## src/rtl/ps_adc_avg.sv

```systemverilog
// Power-supply ADC readback conditioner: channel filter, block averager
// and hysteretic over/under comparison against the UFM reference.
module ps_adc_avg #(
    parameter logic [4:0] CHANNEL  = 5'd1,
    parameter int         AVG_LOG2 = 3,
    parameter logic [9:0] HYST     = 10'd4
) (
    input  logic        clk,
    input  logic        reset,
    input  logic        enable,
    input  logic        adc_valid,
    input  logic [4:0]  adc_channel,
    input  logic [11:0] adc_data,
    input  logic [9:0]  psRef,
    output logic [9:0]  psDig,
    output logic        psDig_valid,
    output logic        rdy,
    output logic        over,
    output logic        under
);

    localparam int CW = (AVG_LOG2 == 0) ? 1 : AVG_LOG2;
    localparam int AW = 12 + AVG_LOG2;
    // With AVG_LOG2=0 the last count is 0, so every sample closes a block.
    localparam logic [CW-1:0] CNT_LAST = CW'((1 << AVG_LOG2) - 1);

    logic [AW-1:0] acc_q, acc_d;
    logic [CW-1:0] cnt_q, cnt_d;
    logic [9:0]    dig_q, dig_d;
    logic          val_q, val_d;
    logic          rdy_q, rdy_d;
    logic          over_q, over_d;
    logic          under_q, under_d;

    logic          accept;
    logic          last;
    logic [9:0]    dig_new;
    logic [10:0]   d11, ref11, hyst11;

    assign accept  = adc_valid && (adc_channel == CHANNEL) && enable;
    assign last    = (cnt_q == CNT_LAST);
    assign dig_new = 10'((acc_q + AW'(adc_data)) >> (AVG_LOG2 + 2));
    assign d11     = {1'b0, dig_new};
    assign ref11   = {1'b0, psRef};
    assign hyst11  = {1'b0, HYST};

    always_comb begin
        acc_d   = acc_q;
        cnt_d   = cnt_q;
        dig_d   = dig_q;
        val_d   = 1'b0;
        rdy_d   = rdy_q;
        over_d  = over_q;
        under_d = under_q;
        if (!enable) begin
            acc_d = '0;
            cnt_d = '0;
        end else if (accept) begin
            if (last) begin
                acc_d = '0;
                cnt_d = '0;
                dig_d = dig_new;
                val_d = 1'b1;
                rdy_d = 1'b1;
                if (d11 > ref11 + hyst11) begin
                    over_d = 1'b1;
                end else if (d11 <= ref11) begin
                    over_d = 1'b0;
                end
                if (d11 + hyst11 < ref11) begin
                    under_d = 1'b1;
                end else if (d11 >= ref11) begin
                    under_d = 1'b0;
                end
            end else begin
                acc_d = acc_q + AW'(adc_data);
                cnt_d = cnt_q + 1'b1;
            end
        end
    end

    always_ff @(posedge clk or posedge reset) begin
        if (reset) begin
            acc_q   <= '0;
            cnt_q   <= '0;
            dig_q   <= '0;
            val_q   <= 1'b0;
            rdy_q   <= 1'b0;
            over_q  <= 1'b0;
            under_q <= 1'b0;
        end else begin
            acc_q   <= acc_d;
            cnt_q   <= cnt_d;
            dig_q   <= dig_d;
            val_q   <= val_d;
            rdy_q   <= rdy_d;
            over_q  <= over_d;
            under_q <= under_d;
        end
    end

    assign psDig       = dig_q;
    assign psDig_valid = val_q;
    assign rdy         = rdy_q;
    assign over        = over_q;
    assign under       = under_q;

endmodule
```

## config.mk

```make
export PLATFORM = sky130hd
export DESIGN_NAME = ps_adc_avg
export DESIGN_NICKNAME = d
export VERILOG_FILES = /design/src/rtl/ps_adc_avg.sv
export SDC_FILE = /design/constraint.sdc
export NUM_CORES = 1
export LEC_CHECK = 0
export CORE_MARGIN = 1.5
export CORE_UTILIZATION = 35
export CTS_CLUSTER_DIAMETER = 200
export DETAILED_ROUTE_END_ITERATION = 10
export HOLD_SLACK_MARGIN = 0.02
export PLACE_DENSITY = 0.55
export SLEW_MARGIN = 30
export SYNTH_ARGS = -nofsm -noshare
export SYNTH_HDL_FRONTEND = slang
export SYNTH_SLANG_ARGS = --single-unit
```

## constraint.sdc

```tcl
create_clock -name clk -period 9 [get_ports clk]
set_input_delay 2.25 -clock clk [delete_from_list [all_inputs] [get_ports clk]]
set_output_delay 2.25 -clock clk [all_outputs]
set_load 0.05 [all_outputs]
```

==> flow_results.xml <==
<?xml version="1.0" encoding="UTF-8"?>
<metrics>
  <group name="power">
    <metric name="cellLeakagePower" unit="nW">1.574</metric>
    <metric name="irDropWorstVdd" unit="V">0.00008327</metric>
    <metric name="power_density" unit="nW/um^2">100.2</metric>
  </group>
  <group name="synthesis">
    <metric name="post_synth_net_total" unit="">368</metric>
    <metric name="synth_top_cell_area_share" unit="">0.2914</metric>
    <metric name="synth_top_cells_by_area" unit="">sky130_fd_sc_hd__dfrtp_1, sky130_fd_sc_hd__ha_1, sky130_fd_sc_hd__nand2_1, sky130_fd_sc_hd__xnor2_1, sky130_fd_sc_hd__o21ai_0</metric>
    <metric name="synth_cell_types" unit="">51</metric>
    <metric name="syn-cell-area" unit="sq um">2748</metric>
    <metric name="synth_largest_area_cell" unit="">sky130_fd_sc_hd__dfrtp_1</metric>
    <metric name="sequential_element_share_of_the_synthesized_area" unit="">0.2914</metric>
    <metric name="synth-async-reset-ratio" unit="">1.000</metric>
    <metric name="ys_dominant_reg_cell" unit="">sky130_fd_sc_hd__dfrtp_1</metric>
    <metric name="synth-edff-count" unit="">0</metric>
    <metric name="post_synth.cell_area_avg" unit="sq um">9.346</metric>
    <metric name="yosysWarningCount" unit="">0</metric>
    <metric name="syn-instance-count" unit="">294</metric>
    <metric name="synth-seq-cells" unit="">32</metric>
  </group>
  <group name="floorplan">
    <metric name="core_region_area" unit="sq um">7647</metric>
    <metric name="fp.dieArea" unit="sq um">8391</metric>
    <metric name="fp-row-count" unit="">32</metric>
    <metric name="horizontal_extent_of_the_die" unit="microns">91.60</metric>
    <metric name="floorplan.die.height" unit="microns">91.60</metric>
    <metric name="initial_standard_cell_utilization_of_the_core" unit="">0.3593</metric>
    <metric name="top_level_ports" unit="">45</metric>
  </group>
  <group name="run">
    <metric name="max_cap_violations" unit="">0</metric>
  </group>
  <group name="route">
    <metric name="remaining_drc_errors" unit="">0</metric>
    <metric name="via_count" unit="">2246</metric>
    <metric name="routed_wire_length_per_instance" unit="microns">14.72</metric>
    <metric name="vias_per_cell" unit="">5.070</metric>
    <metric name="postRouteAntennaNets" unit="">0</metric>
    <metric name="routed_wirelength" unit="microns">6520</metric>
    <metric name="first_pass_iters" unit="">4</metric>
    <metric name="drt_iter0_drc" unit="">65</metric>
  </group>
  <group name="place">
    <metric name="dpl_worst_slack" unit="ns">2.955</metric>
    <metric name="port_buffers" unit="">44</metric>
    <metric name="globalplace.congestion" unit="">0.8617</metric>
    <metric name="dp_cells" unit="">436</metric>
    <metric name="hpwl" unit="microns">5036</metric>
  </group>
  <group name="clock_network">
    <metric name="cts_made_buffers" unit="">5</metric>
    <metric name="cts_sink_count" unit="">32</metric>
    <metric name="path_clk_slew" unit="ns">0.07</metric>
    <metric name="ctsResizeCount" unit="">0</metric>
    <metric name="clockRootBuffer" unit="">sky130_fd_sc_hd__clkbuf_8</metric>
    <metric name="clock_insertion_delay_worst_skew" unit="ns">0.28</metric>
    <metric name="postCtsSetupBuffers" unit="">0</metric>
    <metric name="postCtsHoldBufs" unit="">0</metric>
    <metric name="max-clock-path-buffers" unit="">2</metric>
    <metric name="cts-htree-levels" unit="">2</metric>
    <metric name="cts_tree" unit="">done</metric>
  </group>
  <group name="worst_hold_path">
    <metric name="hold-path-endpoint" unit="">rdy</metric>
    <metric name="worstHoldStart" unit="">rdy</metric>
    <metric name="worst_hold_path.num_cells" unit="">1</metric>
    <metric name="holdCritPathClass" unit="">flip-flop to flip-flop</metric>
  </group>
  <group name="worst_setup_path">
    <metric name="crit-reg2reg-launch" unit="">acc_q[0]</metric>
    <metric name="list_of_cells_traversed_by_the_critical_path" unit="">clkdlybuf4s50_1 -&gt; ha_1 -&gt; inv_1 -&gt; fa_1 -&gt; nor2b_1 -&gt; o31ai_1 -&gt; a211o_1 -&gt; a31oi_1 -&gt; nor2_1 -&gt; nor2_2 -&gt; xor2_2 -&gt; ha_1 -&gt; nand4_1 -&gt; nor2_1 -&gt; a21oi_1 -&gt; o211ai_1 -&gt; inv_1 -&gt; a31oi_1 -&gt; o21ai_0 -&gt; o21ai_0</metric>
    <metric name="r2r_setup_slack" unit="ns">5.31</metric>
    <metric name="crit_path_capture_type" unit="">flip-flop</metric>
    <metric name="timing.critical_path.fanout_max" unit="">4</metric>
    <metric name="path_class" unit="">input pin to flip-flop</metric>
    <metric name="crit_arrival" unit="ns">5.93</metric>
    <metric name="critPathRequiredTime" unit="ns">9.16</metric>
    <metric name="worst_reg2reg_endpoint" unit="">over</metric>
    <metric name="crit_path_top_delay_cell" unit="">sky130_fd_sc_hd__clkdlybuf4s50_1</metric>
    <metric name="crit_path_start_kind" unit="">input pin</metric>
    <metric name="rr_worst_depth" unit="">19</metric>
    <metric name="critPathMaxStageDelay" unit="ns">0.46</metric>
  </group>
  <group name="layout">
    <metric name="area.growth.synth_to_final" unit="%">23.77</metric>
    <metric name="final_cells" unit="">443</metric>
    <metric name="num_antenna_cells" unit="">0</metric>
    <metric name="drive_above_1_share" unit="">0.08211</metric>
    <metric name="fin_nets" unit="">415</metric>
  </group>
  <group name="global_route">
    <metric name="initial_antenna_violation_count" unit="">0</metric>
    <metric name="largest_net_degree_at_the_start_of_global_routing" unit="">33</metric>
    <metric name="grt_pass1_wl" unit="microns">11110</metric>
    <metric name="grt_use_total" unit="">0.1676</metric>
    <metric name="first_global_vias" unit="">2255</metric>
    <metric name="grt.overflow.total" unit="">0</metric>
  </group>
  <group name="timing">
    <metric name="fin_hold_ws" unit="ns">0.4716</metric>
    <metric name="max_clock_freq" unit="MHz">173.3</metric>
    <metric name="slew_headroom" unit="">0.4661</metric>
    <metric name="fin_setup_tns" unit="ns">0</metric>
    <metric name="final_max_slew_viol_count" unit="">0</metric>
    <metric name="timing.final.ws_setup" unit="ns">3.230</metric>
    <metric name="grt_setup_unrepaired" unit="">false</metric>
    <metric name="timing.final.crit_share" unit="">0.6411</metric>
    <metric name="clock_skew" unit="ns">0.005249</metric>
    <metric name="post-route-min-period" unit="ns">5.770</metric>
    <metric name="setup_viol_count_final" unit="">0</metric>
    <metric name="transition_time_at_the_pin_with_the_least_slew_margin" unit="ns">0.7980</metric>
    <metric name="hold_viol" unit="">0</metric>
  </group>
  <group name="outcome">
    <metric name="result_of_the_run" unit="">completed</metric>
  </group>
</metrics>
per-stage QoR:
| stage | cell area (sq um) | util | power [mW] |
|---|---|---|---|
| 3_3_place_gp | 3304 | 0.4321 | 0.2189 |
| 4_1_cts | 3401 | 0.4447 | 0.3456 |
| 3_5_place_dp | 3304 | 0.4321 | 0.2200 |
| 2_1_floorplan | 2748 | - | 0.1914 |
| 5_1_grt | 3401 | 0.4447 | 0.3623 |
| 6_report | 3401 | 0.4447 | 0.3406 |
metal layers:
| layer | wire length (microns) | vias to the layer above | GRT usage |
|---|---|---|---|
| met5 | 0 | - | 0 |
| met4 | 96 | 0 | 0.05208 |
| met3 | 155 | 8 | 0.03183 |
| met2 | 2817 | 30 | 0.2500 |
| met1 | 3450 | 1041 | 0.2424 |
| li1 | - | 1167 | - |
worst max path at each step:
stage                startpoint  endpoint  slack (ns)  cells after the start
floorplan           adc_data[0]      over        3.83                     19
global placement    adc_data[0]      over        3.10                     20
detailed placement  adc_data[0]     under        2.95                     19
CTS                 adc_data[0]      over        3.24                     20
global route        adc_data[0]     under        2.99                     19
finish              adc_data[0]      over        3.23                     20
synth_stat cells (2+ instances only):
cell type                  number
sky130_fd_sc_hd__nor4_1         2
sky130_fd_sc_hd__a22o_1         6
sky130_fd_sc_hd__a21oi_1       13
sky130_fd_sc_hd__a21boi_0       2
sky130_fd_sc_hd__a211oi_1       5
sky130_fd_sc_hd__nor2b_1        2
sky130_fd_sc_hd__clkbuf_1       5
sky130_fd_sc_hd__o211ai_1       3
sky130_fd_sc_hd__xor2_1         6
sky130_fd_sc_hd__a211o_1        3
sky130_fd_sc_hd__ha_1          42
sky130_fd_sc_hd__nor3_1         4
sky130_fd_sc_hd__o21ai_2        3
sky130_fd_sc_hd__nand4_2        2
sky130_fd_sc_hd__nand4_1        4
sky130_fd_sc_hd__mux2_2         5
sky130_fd_sc_hd__xnor2_1       13
sky130_fd_sc_hd__nor2_2         2
sky130_fd_sc_hd__nand2b_1       4
sky130_fd_sc_hd__dfrtp_1       32
sky130_fd_sc_hd__nand2_1       33
sky130_fd_sc_hd__o21a_1         5
sky130_fd_sc_hd__o31ai_1        4
sky130_fd_sc_hd__a21o_1         8
sky130_fd_sc_hd__nor2_1        11
sky130_fd_sc_hd__a31oi_1        4
sky130_fd_sc_hd__o21ai_0       19
sky130_fd_sc_hd__inv_1         21
sky130_fd_sc_hd__nand3_1        8
sky130_fd_sc_hd__and2_1         2
power by group:
group | internal, mW | switching, mW | total [mW]
Sequential | 0.144 | 0.000243 | 0.144
Clock | 0.0682 | 0.0554 | 0.124
Combinational | 0.0339 | 0.0387 | 0.0726
Total | 0.246 | 0.0944 | 0.341
area by class of cell:
type	instances	area [sq um]
Fill cell	719	4247
Sequential cell	32	800.8
Inverter	22	82.58
Clock buffer	7	96.34
Tap cell	102	127.6
Multi-Input combinational cell	235	1846
Timing Repair Buffer	45	447.9
state kept, by name, summed over array words and instances, names as in the netlist:
| name | cells |
|---|---|
| acc_q | 15 |
| under | 1 |
| rdy | 1 |
| psDig | 10 |
| psDig_valid | 1 |
| over | 1 |
| cnt_q | 3 |
worst max-delay path: cells and delay by family:
| family | cells | cell delay, ns |
|---|---|---|
| buffers and inverters | 3 | 0.60 |
| adders and majority gates | 3 | 0.87 |
| xor gates and xnor gates | 1 | 0.25 |
| and+or+nand+nor | 5 | 0.66 |
| AOI/OAI and AO/OA | 8 | 1.30 |
cells by family after synthesis:
group                      synth area share
adders and majority gates            0.1985
and+or+nand+nor                      0.1462
DFF                                  0.2914
buffers and inverters               0.03689
AOI/OAI and AO/OA                    0.2241
muxes                               0.02049
xor gates and xnor gates            0.08243
cells in the final DEF, fill, tap and decap left out, types with 2 or more instances in the layout:
master,Yosys,final
sky130_fd_sc_hd__a211oi_1,5,5
sky130_fd_sc_hd__dfrtp_1,32,32
sky130_fd_sc_hd__o21a_1,5,5
sky130_fd_sc_hd__nand2_1,33,33
sky130_fd_sc_hd__nand4_2,2,2
sky130_fd_sc_hd__mux2_2,5,5
sky130_fd_sc_hd__xnor2_1,13,13
sky130_fd_sc_hd__nand3_1,8,8
sky130_fd_sc_hd__clkdlybuf4s50_1,0,44
sky130_fd_sc_hd__a21o_1,8,8
sky130_fd_sc_hd__a22o_1,6,6
sky130_fd_sc_hd__o21ai_0,19,19
sky130_fd_sc_hd__and2_1,2,2
sky130_fd_sc_hd__nand4_1,4,4
sky130_fd_sc_hd__a21boi_0,2,2
sky130_fd_sc_hd__a31oi_1,4,4
sky130_fd_sc_hd__nor3_1,4,4
sky130_fd_sc_hd__nor2_1,11,11
sky130_fd_sc_hd__nor2b_1,2,2
sky130_fd_sc_hd__xor2_1,6,6
sky130_fd_sc_hd__a21oi_1,13,13
sky130_fd_sc_hd__a211o_1,3,3
sky130_fd_sc_hd__nor2_2,2,2
sky130_fd_sc_hd__o21ai_2,3,3
sky130_fd_sc_hd__inv_1,21,21
sky130_fd_sc_hd__o31ai_1,4,4
sky130_fd_sc_hd__nand2b_1,4,4
sky130_fd_sc_hd__clkbuf_8,0,7
sky130_fd_sc_hd__ha_1,42,42
sky130_fd_sc_hd__o211ai_1,3,3
sky130_fd_sc_hd__nor4_1,2,2
Power figures use the tool's default switching activity.
